--- src/rtl/ddr_tx_serializer.sv ---
// Parallel-to-DDR serializer: double-buffered words are shifted out two bits
// per clock as registered D0/D1/CE_OUT for an output pad's DDR flop.
module ddr_tx_serializer #(
  parameter int         WIDTH     = 8,
  parameter bit         MSB_FIRST = 1'b1,
  parameter logic [1:0] IDLE_D    = 2'b00,
  parameter bit         IDLE_HOLD = 1'b0
) (
  input  logic             C,
  input  logic             CLR_N,
  input  logic [WIDTH-1:0] DIN,
  input  logic             DIN_LAST,
  input  logic             DIN_VALID,
  output logic             DIN_READY,
  output logic             D0,
  output logic             D1,
  output logic             CE_OUT,
  output logic             BUSY,
  output logic             UNDERRUN,
  input  logic             UNDERRUN_CLR
);

  localparam int BEATS = WIDTH / 2;
  localparam int BW    = $clog2(BEATS);
  localparam logic [BW-1:0] LAST_BEAT = BW'(BEATS - 1);

  typedef enum logic {ST_IDLE = 1'b0, ST_RUN = 1'b1} state_t;

  state_t           state_q, state_d;
  logic [WIDTH-1:0] hold_q, hold_d;
  logic [WIDTH-1:0] sr_q, sr_d;
  logic             hold_last_q, hold_last_d;
  logic             hold_v_q, hold_v_d;
  logic             sr_last_q, sr_last_d;
  logic [BW-1:0]    bcnt_q, bcnt_d;
  logic             underrun_q, underrun_d;
  logic             d0_q, d0_d, d1_q, d1_d, ce_q, ce_d;
  logic             accept_s, load_s, starve_s;

  // Pair presented on the current beat, ordered {D0, D1}.
  function automatic logic [1:0] head_pair(input logic [WIDTH-1:0] w);
    if (MSB_FIRST) begin
      head_pair = w[WIDTH-1 -: 2];
    end else begin
      head_pair = {w[0], w[1]};
    end
  endfunction

  function automatic logic [WIDTH-1:0] shift_pair(input logic [WIDTH-1:0] w);
    if (MSB_FIRST) begin
      shift_pair = {w[WIDTH-3:0], 2'b00};
    end else begin
      shift_pair = {2'b00, w[WIDTH-1:2]};
    end
  endfunction

  // Next-state: beat sequencing, holding-register handshake and output pattern.
  always_comb begin
    accept_s    = DIN_VALID & ~hold_v_q;
    load_s      = 1'b0;
    starve_s    = 1'b0;
    state_d     = state_q;
    sr_d        = sr_q;
    sr_last_d   = sr_last_q;
    bcnt_d      = bcnt_q;
    hold_d      = hold_q;
    hold_last_d = hold_last_q;

    case (state_q)
      ST_IDLE: begin
        if (hold_v_q) begin
          load_s = 1'b1;
        end else begin
          state_d = ST_IDLE;
        end
      end
      ST_RUN: begin
        if (bcnt_q == LAST_BEAT) begin
          if (hold_v_q) begin
            load_s = 1'b1;
          end else begin
            state_d  = ST_IDLE;
            starve_s = ~sr_last_q;
          end
        end else begin
          sr_d   = shift_pair(sr_q);
          bcnt_d = bcnt_q + BW'(1);
        end
      end
      default: begin
        state_d = ST_IDLE;
      end
    endcase

    // A reload replaces the shift so the next word starts with no gap beat.
    if (load_s) begin
      state_d   = ST_RUN;
      sr_d      = hold_q;
      sr_last_d = hold_last_q;
      bcnt_d    = '0;
    end else begin
      sr_last_d = sr_last_q;
    end

    if (accept_s) begin
      hold_d      = DIN;
      hold_last_d = DIN_LAST;
      hold_v_d    = 1'b1;
    end else if (load_s) begin
      hold_v_d = 1'b0;
    end else begin
      hold_v_d = hold_v_q;
    end

    if (starve_s) begin
      underrun_d = 1'b1;
    end else if (UNDERRUN_CLR) begin
      underrun_d = 1'b0;
    end else begin
      underrun_d = underrun_q;
    end

    // Pad outputs are precomputed from next state so they leave a flop directly.
    if (state_d == ST_RUN) begin
      {d0_d, d1_d} = head_pair(sr_d);
      ce_d         = 1'b1;
    end else begin
      {d0_d, d1_d} = IDLE_D;
      ce_d         = ~IDLE_HOLD;
    end
  end

  // State and output registers with asynchronous active-low clear.
  always_ff @(posedge C or negedge CLR_N) begin
    if (!CLR_N) begin
      state_q     <= ST_IDLE;
      hold_q      <= '0;
      hold_last_q <= 1'b0;
      hold_v_q    <= 1'b0;
      sr_q        <= '0;
      sr_last_q   <= 1'b0;
      bcnt_q      <= '0;
      underrun_q  <= 1'b0;
      d0_q        <= IDLE_D[1];
      d1_q        <= IDLE_D[0];
      ce_q        <= ~IDLE_HOLD;
    end else begin
      state_q     <= state_d;
      hold_q      <= hold_d;
      hold_last_q <= hold_last_d;
      hold_v_q    <= hold_v_d;
      sr_q        <= sr_d;
      sr_last_q   <= sr_last_d;
      bcnt_q      <= bcnt_d;
      underrun_q  <= underrun_d;
      d0_q        <= d0_d;
      d1_q        <= d1_d;
      ce_q        <= ce_d;
    end
  end

  assign DIN_READY = ~hold_v_q;
  assign BUSY      = (state_q == ST_RUN) | hold_v_q;
  assign UNDERRUN  = underrun_q;
  assign D0        = d0_q;
  assign D1        = d1_q;
  assign CE_OUT    = ce_q;

endmodule

--- config.mk ---
export PLATFORM = sky130hd
export DESIGN_NAME = ddr_tx_serializer
export DESIGN_NICKNAME = d
export VERILOG_FILES = /design/src/rtl/ddr_tx_serializer.sv
export SDC_FILE = /design/constraint.sdc
export NUM_CORES = 1
export LEC_CHECK = 0
export CORE_ASPECT_RATIO = 0.7
export CORE_UTILIZATION = 50
export CTS_CLUSTER_DIAMETER = 50
export CTS_CLUSTER_SIZE = 8
export DETAILED_ROUTE_END_ITERATION = 8
export DONT_BUFFER_PORTS = 1
export REMOVE_ABC_BUFFERS = 1
export SLEW_MARGIN = 40
export SYNTH_ARGS = -nofsm -noshare
export SYNTH_HDL_FRONTEND = slang
export SYNTH_SLANG_ARGS = --single-unit
--- constraint.sdc ---
create_clock -name C -period 3.45 [get_ports C]
set_input_delay 0.5175 -clock C [delete_from_list [all_inputs] [get_ports C]]
set_output_delay 0.5175 -clock C [all_outputs]
set_load 0.05 [all_outputs]
==> results of run 1 <==
## worst max path at each step
stage / end / start / cells past startpoint / slack, ps
2_1_floorplan: hold_last_q / hold_v_q / 2 / 1690
3_3_place_gp: hold_q[1] / hold_v_q / 3 / 1690
6_report: DIN_READY / hold_v_q / 1 / 1470
5_1_grt: DIN_READY / hold_v_q / 1 / 1370
3_5_place_dp: hold_q[3] / hold_v_q / 3 / 1600
4_1_cts: DIN_READY / hold_v_q / 1 / 1450
## per-stage QoR
| step | hold slack [ps] | total power [mW] |
|---|---|---|
| after floorplan | 222 | 0.950 |
| after global placement | 222 | 1.04 |
| after detailed placement | 222 | 1.05 |
| after CTS | 297 | 1.19 |
| after global routing | 285 | 1.27 |
| final | 304 | 1.18 |
## layout make-up
type / instances / area [µm²]
multi-input cells: 54 / 430
well taps: 30 / 37.5
clock buffers: 3 / 22.5
flip-flops and latches: 25 / 626
fillers: 159 / 796
repair buffers: 3 / 37.5
clock inverters: 1 / 7.51
inverters: 3 / 11.3
## routing by layer
layer  routed length (µm)  up-vias  GRT usage  share of wire
met5                    0        -          0              0
met4                    6        0     0.0286         0.0036
met3                  113        2     0.0685          0.068
li1                     -      296          -              -
met2                  634       19      0.191           0.38
met1                  919      274      0.261           0.55
## registers in the layout (all words and copies together) (netlist names)
name         flops
hold_q           8
sr_q             8
bcnt_q           2
D0               1
D1               1
UNDERRUN         1
hold_last_q      1
hold_v_q         1
sr_last_q        1
state_q          1
## cell usage in the layout (no fill, tap or decap), types with 2 or more instances in the layout
master	instances
dfrtp_1	25
mux2_4	10
mux2i_1	8
nand2_1	7
o21ai_0	6
inv_1	3
nand3_1	3
o21ai_1	3
clkbuf_4	3
nor3_1	2
a21oi_1	2
nor2_1	2
ha_1	2
## cells by family (layout without fill, tap and decap cells)
| kind of cell | count (synthesis) | in the layout | synth area share |
|---|---|---|---|
| simple gates | 21 | 21 | 0.0979 |
| flops | 25 | 25 | 0.562 |
| other cells | 1 | 1 | 0.00337 |
| fa+ha+maj | 2 | 2 | 0.0225 |
| buf+inv | 8 | 10 | 0.0506 |
| compound gates | 12 | 12 | 0.0562 |
| mux | 18 | 18 | 0.207 |
## power by group
part,switching (mW),internal (mW),total (mW),leakage [nW]
logic,0.230,0.229,0.460,0.230
clock network,0.0900,0.0443,0.134,0.0139
registers,0.153,0.428,0.581,0.308
total,0.474,0.701,1.18,0.552
==> impl_metrics.csv, run 1 <==
group,metric,value,unit
cells_and_area,diodes,0,
cts,ctsHoldBuffers,2,
detailed_routing,first_pass_iters,4,
yosys,yosys.cell_types.count,23,
timing,maxSlewViolCount,0,
cells_and_area,fin_util,0.596,
worst_setup_path,setup.worst_path.class,"register to output pin",
yosys,synth.most_common_cell,"dfrtp_1",
floorplanning,die_w,58.4,µm
timing,worst_slack,1470,ps
detailed_routing,avgRoutedWirePerCell,14.1,µm
floorplanning,fp-row-count,13,
cts,cts_tree,"done",
global_routing,grt_usage,0.159,
worst_setup_path,endpoint_kind,"output pin",
worst_setup_path,critPathArrivalTime,1470,ps
cts,htree_num_levels,1,
yosys,synth.top_cell.area_share,0.562,
worst_setup_path,rrSetupSlack,1660,ps
cells_and_area,design_area,1170,µm²
yosys,postSynthCellCount,87,
worst_setup_path,cpPeakStageDelay,700,ps
global_routing,antenna_found_initial,0,
cells_and_area,area_growth,5.40,%
yosys,ys_top_cells_by_count,"dfrtp_1, mux2_4, mux2i_1",
floorplanning,dieArea,2420,µm²
worst_setup_path,cp_max_fo,13,
placement,placement.io_buffers,0,
detailed_routing,viasPerCell,4.97,
worst_setup_path,reg2reg_depth,3,
cts,cts_root_buf,"clkbuf_4",
yosys,synth_edf_count,0,
timing,hold_violations,0,
timing,fmax,504,MHz
floorplanning,fp.dieH,41.5,µm
worst_setup_path,reg2reg_to,"hold_q[3]",
yosys,postSynthRegisterBits,25,
cts,cts_resized,0,
yosys,ys_warn_count,0,
placement,place_area,1110,µm²
detailed_routing,route.detailed.drc,0,
cts,cts_num_sinks,25,
worst_hold_path,min_from,"UNDERRUN_CLR",
floorplanning,initial_core_util,0.565,
timing,setup_viol,0,
detailed_routing,drt_iter0_markers,6,
global_routing,overflow,0,
worst_setup_path,start_kind,"register",
cts,clkSlewWorstSetupHoldPaths,130,ps
worst_hold_path,hold_path.class,"input pin to register",
cts,cts_buffer_depth,2,
yosys,synthTopCellsByArea,"dfrtp_1, mux2_4, mux2i_1",
floorplanning,pin_count,19,
pwr,pwr_density_cell,1000,nW/µm²
placement,dp_cells,113,
worst_setup_path,r2r_start,"hold_v_q",
timing,rsz0062_at_grt,"false",
cells_and_area,final_cells,119,
yosys,synth-async-reset-ratio,1.00,
yosys,yosys.area.top_type,"dfrtp_1",
placement,hpwl,1200,µm
detailed_routing,antenna_left,0,
worst_setup_path,cp_slowest_cell,"dfrtp_1",
yosys,synth.avg_cell_area,12.8,µm²
timing,slew_headroom,0.609,
flow_run,max_cap_violations,0,
cells_and_area,layout-drive-gt1-share,0.225,
detailed_routing,via_count,591,
global_routing,grt_max_degree,26,
worst_hold_path,min_path_cells,1,
timing,setup_tns,0,ps
cells_and_area,layout.nets,105,
placement,place.gp.congestion,0.749,
pwr,vdd_drop_max,0.455,mV
pwr,p_leak,0.552,nW
yosys,ys.flop_type,"dfrtp_1",
yosys,syn_area,1110,µm²
worst_setup_path,crit_family,"flip-flops",
timing,min_period_over_period,0.575,
floorplanning,coreArea,1970,µm²
worst_setup_path,cp_num_buf_inv,1,
worst_hold_path,min_to,"UNDERRUN",
placement,place_ws,1600,ps
run_status,status,"completed",
worst_setup_path,required,2930,ps
worst_setup_path,crit_chain,"inv_1",
cts,cts_buffers,3,
cts,clock_latency,330,ps
global_routing,grt_pass1_wl,2750,µm
cts,cts_setup_buffers,0,
yosys,yosysSeqAreaShare,0.562,
global_routing,grt_pass1_vias,534,
timing,worstMarginPinSlew,585,ps
timing,post-route-min-period,1980,ps
detailed_routing,wl,1670,µm
timing,finClkSkew,15.2,ps
Power figures use the tool's default switching activity.
==> run 2: changes to the inputs <==
--- a/config.mk
+++ b/config.mk
@@ -11,6 +11,7 @@
 export CTS_CLUSTER_SIZE = 8
 export DETAILED_ROUTE_END_ITERATION = 8
 export DONT_BUFFER_PORTS = 1
+export PLACE_DENSITY = 0.68
 export REMOVE_ABC_BUFFERS = 1
 export SLEW_MARGIN = 40
 export SYNTH_ARGS = -nofsm -noshare
==> constraint.sdc (replaced) <==
create_clock -name C -period 1.7 [get_ports C]
set_input_delay 0.255 -clock C [delete_from_list [all_inputs] [get_ports C]]
set_output_delay 0.255 -clock C [all_outputs]
set_load 0.05 [all_outputs]
==> impl_metrics.csv, run 2 (synthesis gave the netlist of run 1 again) <==
group,metric,value,unit
run_status,status,"completed",
flow_run,max_cap_violations,0,
cts,cts_buffer_depth,2,
detailed_routing,wl,1730,µm
timing,worst_slack,149,ps
floorplanning,coreArea,1970,µm²
worst_setup_path,required,1440,ps
cts,clock_latency,320,ps
floorplanning,fp-row-count,13,
detailed_routing,via_count,621,
detailed_routing,drt_iter0_markers,14,
worst_setup_path,cp_max_fo,11,
global_routing,grt_pass1_wl,3060,µm
placement,dp_cells,116,
detailed_routing,avgRoutedWirePerCell,14.2,µm
global_routing,antenna_found_initial,0,
pwr,power.share.switching,0.399,
cts,cts_root_buf,"clkbuf_4",
worst_setup_path,start_kind,"register",
cells_and_area,most-common-layout-cells,"dfrtp_1, mux2_4, mux2i_1",
worst_setup_path,setup.worst_path.class,"register to output pin",
cts,cts_setup_buffers,0,
timing,min_period_over_period,0.912,
detailed_routing,first_pass_iters,4,
worst_hold_path,min_path_cells,1,
timing,worstMarginPinSlew,527,ps
worst_setup_path,critPathArrivalTime,1300,ps
timing,finClkSkew,2.88,ps
cts,cts_buffers,3,
timing,maxSlewViolCount,0,
placement,placement.io_buffers,0,
placement,place_ws,294,ps
global_routing,grt_usage,0.175,
floorplanning,pin_count,19,
pwr,power_frac_seq,0.486,
worst_setup_path,crit_chain,"or2_2",
floorplanning,dieArea,2420,µm²
cells_and_area,fin_util,0.599,
cells_and_area,nFillCells,153,
timing,rsz0062_at_grt,"false",
cts,htree_num_levels,1,
global_routing,grt_pass1_vias,634,
pwr,p_switching,0.970,mW
floorplanning,die_w,58.4,µm
pwr,vdd_drop_max,0.930,mV
worst_setup_path,endpoint_kind,"output pin",
cells_and_area,reg.largest.list,"hold_q x8, sr_q x8, bcnt_q x2",
pwr,power_frac_clock,0.105,
timing,fmax,645,MHz
worst_setup_path,cp_num_cells,1,
cells_and_area,layout-drive-gt1-share,0.261,
pwr,pwr_density_cell,2060,nW/µm²
timing,slew_headroom,0.649,
timing,post-route-min-period,1550,ps
worst_setup_path,crit_family,"flip-flops",
pwr,comb_power_share,0.409,
cells_and_area,final_cells,122,
worst_hold_path,hold_path.class,"input pin to register",
pwr,p_leak,0.564,nW
worst_setup_path,cp_num_buf_inv,0,
detailed_routing,antenna_left,0,
cells_and_area,area_growth,5.96,%
global_routing,overflow,0,
global_routing,grt_max_degree,26,
cells_and_area,diodes,0,
cts,clkSlewWorstSetupHoldPaths,120,ps
cells_and_area,layout.nets,108,
worst_setup_path,cpPeakStageDelay,520,ps
cts,cts_tree,"done",
worst_setup_path,reg2reg_depth,4,
detailed_routing,viasPerCell,5.09,
cts,cts_num_sinks,25,
floorplanning,fp.dieH,41.5,µm
placement,place.gp.congestion,0.831,
floorplanning,initial_core_util,0.565,
timing,setup_viol,0,
pwr,power.internal,1.46,mW
detailed_routing,route.detailed.drc,0,
timing,hold_violations,0,
cells_and_area,final_common_cell,"dfrtp_1",
worst_setup_path,cp_slowest_cell,"dfrtp_2",
placement,hpwl,1240,µm
run 2: cell type report:
type | instances | area [µm²] | area share
Timing Repair Buffer | 6 | 45.0 | 0.0382
Tap cell | 30 | 37.5 | 0.0318
Clock buffer | 3 | 22.5 | 0.0191
Clock inverter | 1 | 5.00 | 0.00425
Multi-Input combinational cell | 54 | 430 | 0.365
Sequential cell | 25 | 627 | 0.532
Inverter | 3 | 11.3 | 0.00955
run 2: power groups by stage:
stage / registers (mW) / clock network, mW / logic (mW)
after detailed placement: 1.18 / 0 / 0.983
final: 1.18 / 0.255 / 0.995
after floorplan: 1.13 / 0 / 0.796
after CTS: 1.17 / 0.270 / 0.999
after global routing: 1.22 / 0.295 / 1.12
after global placement: 1.17 / 0 / 0.965
run 2: final timing paths:
kind / from / endpoint / slack (ps)
setup / recovery: hold_v_q / BUSY / 150
hold / removal: UNDERRUN_CLR / UNDERRUN / 40
setup reg to reg: bcnt_q[0] / sr_last_q / 280
hold reg to reg: sr_q[2] / sr_q[4] / 510
max in group asynchronous: CLR_N / hold_v_q / 900
min in group asynchronous: CLR_N / bcnt_q[1] / 430
run 2: stage by stage:
step | instance area (µm²) | hold slack [ps] | setup TNS (ps) | power, mW
floorplan | 1070 | -40.6 | -527 | 1.93
global placement | 1130 | -40.1 | 0 | 2.14
detailed placement | 1130 | -40.2 | 0 | 2.17
CTS | 1170 | 27.6 | 0 | 2.44
global route | 1180 | 6.51 | 0 | 2.63
finish | 1180 | 38.2 | 0 | 2.43
run 2: repair_timing:
action                                 CTS  global route
resized for setup                        0             1
setup endpoints to repair                0             1
hold buffers                             1             1
endpoints found under the hold margin   25            25
run 2: per-layer routing:
metal	track usage	up-vias	share of wire	wire length, µm
li1	-	302	-	-
met1	0.255	302	0.49	854
met2	0.248	15	0.45	775
met3	0.0748	2	0.051	89
met4	0.0286	0	0.0075	13
met5	0	-	0	0
